## config.mk

```make
export PLATFORM = sky130hd
export DESIGN_NAME = dac_sample_delay_flat
export DESIGN_NICKNAME = d
export VERILOG_FILES = /design/src/rtl/dac_sample_delay_if.sv /design/src/rtl/dac_sample_delay.sv /design/src/flat_wrapper.sv
export SDC_FILE = /design/constraint.sdc
export NUM_CORES = 1
export LEC_CHECK = 0
export ABC_AREA = 1
export BUFFER_PORTS_ARGS = -buffer_cell sky130_fd_sc_hd__buf_4
export CAP_MARGIN = 20
export CELL_PAD_IN_SITES_DETAIL_PLACEMENT = 1
export CELL_PAD_IN_SITES_GLOBAL_PLACEMENT = 1
export CORE_UTILIZATION = 53
export CTS_BUF_LIST = sky130_fd_sc_hd__clkbuf_16
export CTS_CLUSTER_DIAMETER = 150
export DETAILED_ROUTE_END_ITERATION = 12
export PLACE_DENSITY_LB_ADDON = 0.1
export SLEW_MARGIN = 30
export SYNTH_ARGS = -nofsm -noshare
export SYNTH_HDL_FRONTEND = slang
export SYNTH_SLANG_ARGS = --single-unit
```

## constraint.sdc

```tcl
create_clock -name clkcomm -period 5.5 [get_ports clkcomm]
set_clock_uncertainty 0.15 [all_clocks]
set_input_delay 1.1 -clock clkcomm [delete_from_list [all_inputs] [get_ports clkcomm]]
set_output_delay 1.1 -clock clkcomm [all_outputs]
set_load 0.005 [all_outputs]
```

## src/rtl/dac_sample_delay_if.sv

```systemverilog
// Sample and delay-configuration bus for dac_sample_delay.
// The cfg_rd_dly readback signal exists only with DAC_SAMPLE_DELAY_READBACK_EN.
interface dac_sample_delay_if #(
  parameter int NCH   = 2,
  parameter int WIDTH = 6,
  parameter int DLY_W = 4,
  parameter int CH_W  = 1
);
  logic [NCH*WIDTH-1:0] din;
  logic                 din_valid;
  logic [NCH*WIDTH-1:0] dout;
  logic                 dout_valid;
  logic                 cfg_wr;
  logic [CH_W-1:0]      cfg_ch;
  logic [DLY_W-1:0]     cfg_dly;
  logic                 aligned;
`ifdef DAC_SAMPLE_DELAY_READBACK_EN
  logic [DLY_W-1:0]     cfg_rd_dly;

  modport master (
    output din, din_valid, cfg_wr, cfg_ch, cfg_dly,
    input  dout, dout_valid, aligned, cfg_rd_dly
  );
  modport slave (
    input  din, din_valid, cfg_wr, cfg_ch, cfg_dly,
    output dout, dout_valid, aligned, cfg_rd_dly
  );
`else
  modport master (
    output din, din_valid, cfg_wr, cfg_ch, cfg_dly,
    input  dout, dout_valid, aligned
  );
  modport slave (
    input  din, din_valid, cfg_wr, cfg_ch, cfg_dly,
    output dout, dout_valid, aligned
  );
`endif
endinterface

```

## src/rtl/dac_sample_delay.sv

```systemverilog
// Per-channel coarse sample delay for the DAC pins (clkcomm domain), IDLE_CODE until filled.
// Optional delay readback port enabled by defining DAC_SAMPLE_DELAY_READBACK_EN.
module dac_sample_delay #(
  parameter int               NCH         = 2,
  parameter int               WIDTH       = 6,
  parameter int               MAX_DLY     = 15,
  parameter int               DLY_W       = 4,
  parameter int               CH_W        = 1,
  parameter int               DEFAULT_DLY = 0,
  parameter logic [WIDTH-1:0] IDLE_CODE   = '0
) (
  input logic               clkcomm,
  input logic               RST,
  dac_sample_delay_if.slave bus
);
  localparam int DEPTH  = MAX_DLY + 1;
  localparam int PTR_W  = (DEPTH > 1) ? $clog2(DEPTH) : 1;
  localparam int FILL_W = $clog2(MAX_DLY + 2);

  localparam logic [DLY_W-1:0]  MAX_DLY_V = DLY_W'(MAX_DLY);
  localparam logic [DLY_W-1:0]  DEF_DLY_V = DLY_W'(DEFAULT_DLY);
  localparam logic [FILL_W-1:0] FILL_SAT  = FILL_W'(MAX_DLY + 1);
  localparam logic [PTR_W-1:0]  PTR_LAST  = PTR_W'(DEPTH - 1);
  localparam logic [DLY_W:0]    DEPTH_V   = (DLY_W+1)'(DEPTH);

  logic [WIDTH-1:0]     mem_q [NCH][DEPTH];
  logic [PTR_W-1:0]     wr_ptr_q, wr_ptr_d;
  logic [DLY_W-1:0]     dly_q [NCH];
  logic [DLY_W-1:0]     dly_d [NCH];
  logic [FILL_W-1:0]    fill_q [NCH];
  logic [FILL_W-1:0]    fill_d [NCH];
  logic [NCH*WIDTH-1:0] dout_q, dout_d;
  logic                 dout_valid_q, dout_valid_d;
  logic                 aligned_q, aligned_d;

  logic [DLY_W-1:0]     clamp_dly;
  logic [NCH-1:0]       cfg_hit;
  logic [NCH-1:0]       run;
  logic [DLY_W:0]       idx_sum [NCH];
  logic [PTR_W-1:0]     rd_idx [NCH];
  logic [WIDTH-1:0]     rd_data [NCH];

  always_comb begin
    clamp_dly    = (bus.cfg_dly > MAX_DLY_V) ? MAX_DLY_V : bus.cfg_dly;
    wr_ptr_d     = wr_ptr_q;
    dout_d       = dout_q;
    aligned_d    = aligned_q;
    dout_valid_d = bus.din_valid;
    cfg_hit      = '0;
    run          = '0;
    if (bus.din_valid) begin
      wr_ptr_d = (wr_ptr_q == PTR_LAST) ? '0 : wr_ptr_q + 1'b1;
    end
    for (int unsigned c = 0; c < NCH; c++) begin
      // A write coinciding with a valid sample applies to that sample and counts it as fill 1.
      cfg_hit[c] = bus.cfg_wr && (32'(bus.cfg_ch) == c);
      dly_d[c]   = cfg_hit[c] ? clamp_dly : dly_q[c];
      if (cfg_hit[c]) begin
        fill_d[c] = bus.din_valid ? FILL_W'(1) : '0;
      end else if (bus.din_valid && (fill_q[c] != FILL_SAT)) begin
        fill_d[c] = fill_q[c] + 1'b1;
      end else begin
        fill_d[c] = fill_q[c];
      end
      run[c] = 32'(fill_d[c]) > 32'(dly_d[c]);

      // Modular subtract without a power-of-2 depth; zero delay bypasses the RAM.
      idx_sum[c] = (DLY_W+1)'(wr_ptr_q) + DEPTH_V - {1'b0, dly_d[c]};
      if (idx_sum[c] >= DEPTH_V) begin
        idx_sum[c] = idx_sum[c] - DEPTH_V;
      end
      rd_idx[c]  = PTR_W'(idx_sum[c]);
      rd_data[c] = (dly_d[c] == '0) ? bus.din[c*WIDTH +: WIDTH] : mem_q[c][rd_idx[c]];

      if (bus.din_valid) begin
        dout_d[c*WIDTH +: WIDTH] = run[c] ? rd_data[c] : IDLE_CODE;
      end
    end
    if (bus.din_valid) begin
      aligned_d = &run;
    end
  end

  always_ff @(posedge clkcomm) begin
    if (RST) begin
      wr_ptr_q     <= '0;
      dout_q       <= {NCH{IDLE_CODE}};
      dout_valid_q <= 1'b0;
      aligned_q    <= 1'b0;
      for (int unsigned c = 0; c < NCH; c++) begin
        dly_q[c]  <= DEF_DLY_V;
        fill_q[c] <= '0;
      end
    end else begin
      wr_ptr_q     <= wr_ptr_d;
      dout_q       <= dout_d;
      dout_valid_q <= dout_valid_d;
      aligned_q    <= aligned_d;
      for (int unsigned c = 0; c < NCH; c++) begin
        dly_q[c]  <= dly_d[c];
        fill_q[c] <= fill_d[c];
      end
    end
  end

  always_ff @(posedge clkcomm) begin
    if (!RST && bus.din_valid) begin
      for (int unsigned c = 0; c < NCH; c++) begin
        mem_q[c][wr_ptr_q] <= bus.din[c*WIDTH +: WIDTH];
      end
    end
  end

  assign bus.dout       = dout_q;
  assign bus.dout_valid = dout_valid_q;
  assign bus.aligned    = aligned_q;

`ifdef DAC_SAMPLE_DELAY_READBACK_EN
  logic [DLY_W-1:0] rd_dly_q, rd_dly_d;

  always_comb begin
    rd_dly_d = '0;
    for (int unsigned c = 0; c < NCH; c++) begin
      if (32'(bus.cfg_ch) == c) begin
        rd_dly_d = dly_q[c];
      end
    end
  end

  always_ff @(posedge clkcomm) begin
    if (RST) begin
      rd_dly_q <= '0;
    end else begin
      rd_dly_q <= rd_dly_d;
    end
  end

  assign bus.cfg_rd_dly = rd_dly_q;
`endif
endmodule

```

## src/flat_wrapper.sv

```systemverilog
// flat-port wrapper written by rule: the top's interface ports become plain ports
module dac_sample_delay_flat 
#(
  parameter int               NCH         = 2,
  parameter int               WIDTH       = 6,
  parameter int               MAX_DLY     = 15,
  parameter int               DLY_W       = 4,
  parameter int               CH_W        = 1,
  parameter int               DEFAULT_DLY = 0,
  parameter logic [WIDTH-1:0] IDLE_CODE   = '0
)
  (clkcomm, RST, bus_din, bus_din_valid, bus_cfg_wr, bus_cfg_ch, bus_cfg_dly, bus_dout, bus_dout_valid, bus_aligned);
  dac_sample_delay_if #(.NCH(NCH), .WIDTH(WIDTH), .DLY_W(DLY_W), .CH_W(CH_W)) bus_i ();
  input logic clkcomm;
  input logic RST;
  input wire logic [$bits(bus_i.din)-1:0] bus_din;
  input wire logic [$bits(bus_i.din_valid)-1:0] bus_din_valid;
  input wire logic [$bits(bus_i.cfg_wr)-1:0] bus_cfg_wr;
  input wire logic [$bits(bus_i.cfg_ch)-1:0] bus_cfg_ch;
  input wire logic [$bits(bus_i.cfg_dly)-1:0] bus_cfg_dly;
  output wire logic [$bits(bus_i.dout)-1:0] bus_dout;
  output wire logic [$bits(bus_i.dout_valid)-1:0] bus_dout_valid;
  output wire logic [$bits(bus_i.aligned)-1:0] bus_aligned;
  assign bus_i.din = bus_din;
  assign bus_i.din_valid = bus_din_valid;
  assign bus_i.cfg_wr = bus_cfg_wr;
  assign bus_i.cfg_ch = bus_cfg_ch;
  assign bus_i.cfg_dly = bus_cfg_dly;
  assign bus_dout = bus_i.dout;
  assign bus_dout_valid = bus_i.dout_valid;
  assign bus_aligned = bus_i.aligned;
  dac_sample_delay #(.NCH(NCH), .WIDTH(WIDTH), .MAX_DLY(MAX_DLY), .DLY_W(DLY_W), .CH_W(CH_W), .DEFAULT_DLY(DEFAULT_DLY), .IDLE_CODE(IDLE_CODE)) u_core (.clkcomm(clkcomm), .RST(RST), .bus(bus_i));
endmodule
```

==> impl_metrics.ini <==
[outcome]
outcome = finished, final reports clean

[worst_setup_path]
crit_buf_inv = 4
rrSetupSlack_ns = 1.97
startpoint = bus_cfg_wr
cp_data_required_time_ns = 5.74
max_stage_delay_ns = 0.72
arrival_ns = 4.31
endpoint_kind = flop
r2r_start = u_core.wr_ptr_q[0]$_SDFFE_PP0P_
cp-start-kind = input pin
crit_path_cell_trace = buf_4 > nand2_2 > nand2_1 > o21ai_2 > ha_1 > inv_1 > fa_1 > buf_4 > inv_1 > nand3_1 > a21oi_1 > o21ai_0 > nand2_1 > nand2_1 > nand2_1 > a21oi_1
timing.rr.end = u_core.bus.dout[7]$_SDFFE_PP0P_
cp_slowest_cell = inv_1
cpMostUsedCell = nand2_1
path_delay_family = buffers and inverters
r2r_cells = 13
crit_type = input pin to flop
cp_max_fo = 25

[placed_design]
port_buffers = 34
finalWeightedCongestion = 0.825
dpl.hpwl_mm = 17.4
dpl_cell_area_um2 = 10600

[timing]
rsz0062_at_grt = false
fin_crit_ns = 4.07
setup_viol = 0
hold_viol_final = 0
relSlewSlack_pct = 36.2
finalCritPeriodShare_pct = 74.0
final_max_slew_viol_count = 0
worst_pin_slew_ns = 0.954
fin_tns_setup_ns = 0
fmax_mhz = 246

[detailed_routing]
antenna_left = 0
via_per_inst = 5.75
drcViolationCount = 0
drt-pass1-iter-count = 4
drt-initial-drc-count = 372
routedWlPerCell_um = 21.1
route.vias.total = 7452
wl_mm = 27.4

[yosys]
ys_warn_count = 0
synth_flop_cell = edfxtp_1
syn_inst = 1002
yosysUniqueCellTypes = 35
post-synth-top-area-cell = edfxtp_1
avgSynthCellArea_um2 = 10.1
syn_area_um2 = 10100
synth_edf_count = 192
yosys-top-cells-count = 331 x nand2_1, 192 x edfxtp_1, 132 x nand3_1, 65 x nor2_1, 61 x inv_1
synth_nets = 1047
synth_top_area_share_pct = 57.2
synth_seq_cells = 228
yosysMostFrequentCell = nand2_1
synth_area_leaders = edfxtp_1 57%, nand2_1 12%, dfxtp_1 7.1%
synthArstFlopShare_pct = 0
yosysSeqAreaShare_pct = 64.3

[power_and_ir_drop]
p_sw_mw = 1.18
seq_power_share_pct = 44.6
total_power_mw = 4.30
combPwrFrac_pct = 16.3
switching_share_pct = 27.4
leakagePower_nw = 4.57
intPower_mw = 3.12
p_clk_share_pct = 39.1
ir_drop_v = 0.000289
powerDensity_nw_per_um2 = 376

[grt]
antenna_found_initial = 0
grt_pass1_vias = 7977
grt_pass1_wl_mm = 43.4
grt.total_usage_pct = 29.3
grt_max_degree = 49
grt_overflow = 0

[floorplan]
num_io_pins = 35
dieArea_um2 = 19600
initial_core_util_pct = 53.9
num_rows = 50
die_h_um = 140
core_area_um2 = 18700
chipWidth_um = 140

[worst_hold_path]
hp-class = flop to flop
whs_path_depth = 2
whs_endpoint = u_core.bus.dout[6]$_SDFFE_PP0P_
hp-start = u_core.bus.dout[6]$_SDFFE_PP0P_

[finish]
fin_area_um2 = 11400
drive_gt1_share_pct = 10.7
final_nets = 1089
area_delta_synth_final_pct = 13.4
diodes = 0

[flow_run]
cap_violations = 0

[clock_tree]
path_clk_slew_ns = 0.06
cts_hold_buf = 0
clock_sinks = 228
cts_resized = 0
cts_tree = built
cts_setup_buffers = 0
clock_latency_ns = 0.52
htreeDepth = 1
ctsLongestPathBuffers = 3
clockRootBuffer = clkbuf_16
numCtsBuffers = 25
## metrics by stage
stage                     setup slack [ns]  hold slack, ns  util, %  std cells
final                                 1.43           0.315     61.2       1296
after global routing                  1.15           0.341     61.2       1296
after CTS                             1.42           0.318     61.2       1296
after detailed placement             0.926           0.309     56.7       1251
after global placement                1.03           0.303     56.7       1251
after floorplan                       2.07           0.312        -       1002
## power groups by stage
| stage | Clock (mW) | Sequential, mW | Combinational, mW |
|---|---|---|---|
| after floorplan | 0 | 1.95 | 0.462 |
| after global placement | 0 | 1.95 | 0.673 |
| after detailed placement | 0 | 1.95 | 0.696 |
| after CTS | 1.70 | 1.92 | 0.707 |
| after global routing | 1.76 | 1.92 | 0.784 |
| final | 1.68 | 1.92 | 0.703 |
## registers in the layout (all words and copies together) (netlist names)
signal / cells
u_core.wr_ptr_q: 4
u_core.bus.dout: 12
u_core.bus.aligned: 1
u_core.fill_q: 10
u_core.mem_q: 192
u_core.dly_q: 8
u_core.bus.dout_valid: 1
## worst max path at each step
| stage | to | slack [ns] | depth (start not counted) |
|---|---|---|---|
| CTS | u_core.bus.dout[7]$_SDFFE_PP0P_ | 1.42 | 16 |
| global route | u_core.bus.dout[10]$_SDFFE_PP0P_ | 1.15 | 19 |
| global placement | u_core.bus.dout[11]$_SDFFE_PP0P_ | 1.03 | 16 |
| finish | u_core.bus.dout[7]$_SDFFE_PP0P_ | 1.43 | 16 |
| floorplan | u_core.bus.dout[2]$_SDFFE_PP0P_ | 2.07 | 16 |
| detailed placement | u_core.bus.dout[10]$_SDFFE_PP0P_ | 0.93 | 19 |
## layout by cell type, fill, tap and decap left out
cell,instances
xor2_1,1
inv_2,2
inv_4,1
a21oi_1,44
edfxtp_1,192
a211oi_1,2
nor2_2,1
dfxtp_1,36
clkinv_1,5
nand2_1,331
xnor2_1,2
nand2b_1,1
nor2_1,65
nor3_1,10
nand3b_1,1
o21ai_0,18
o21ai_2,5
a311oi_1,1
clkinvlp_4,4
nand2_2,4
inv_1,65
mux2i_4,1
nor3b_1,1
nand4_2,1
buf_4,60
clkbuf_16,25
fa_1,2
a31oi_1,2
ha_1,22
nand4_1,7
and2_1,1
a22oi_1,1
clkinv_2,3
nor4_1,6
nand3_2,3
nand3_1,132
bufinv_16,4
## worst reg2reg max path, stage by stage, from the launching register on
cell and delay [ns]:
dfxtp_1 0.42, inv_1 0.17, ha_1 0.24, inv_1 0.09, fa_1 0.43, buf_4 0.26
inv_1 0.72, nand3_1 0.22, a21oi_1 0.21, o21ai_0 0.14, nand2_1 0.12, nand2_1 0.06
nand2_1 0.10, a21oi_1 0.07
## cell families (layout without fill, tap and decap cells)
kind of cell	after synthesis	count (layout)	share of synthesized area [%]
AOI/OAI and AO/OA	73	73	3.95
xor gates and xnor gates	3	3	0.261
adders and majority gates	24	24	3.13
buffers and inverters	109	169	4.52
DFF	228	228	64.3
muxes	1	1	0.223
and+or+nand+nor	564	564	23.6
## layout make-up
class / instances / area [um2]
tap: 234 / 293
clock buffer: 25 / 626
fill: 2034 / 7270
multi-input combinational: 665 / 3140
sequential: 228 / 6490
timing repair buffer: 60 / 450
inverter: 64 / 243
clock inverter: 20 / 199
## layer usage
layer,track usage (%),part of all wire [%]
met5,0,0
met4,10.5,2.9
met3,3.83,4.6
met2,52.5,52
met1,36.2,41
Power figures use the tool's default switching activity.
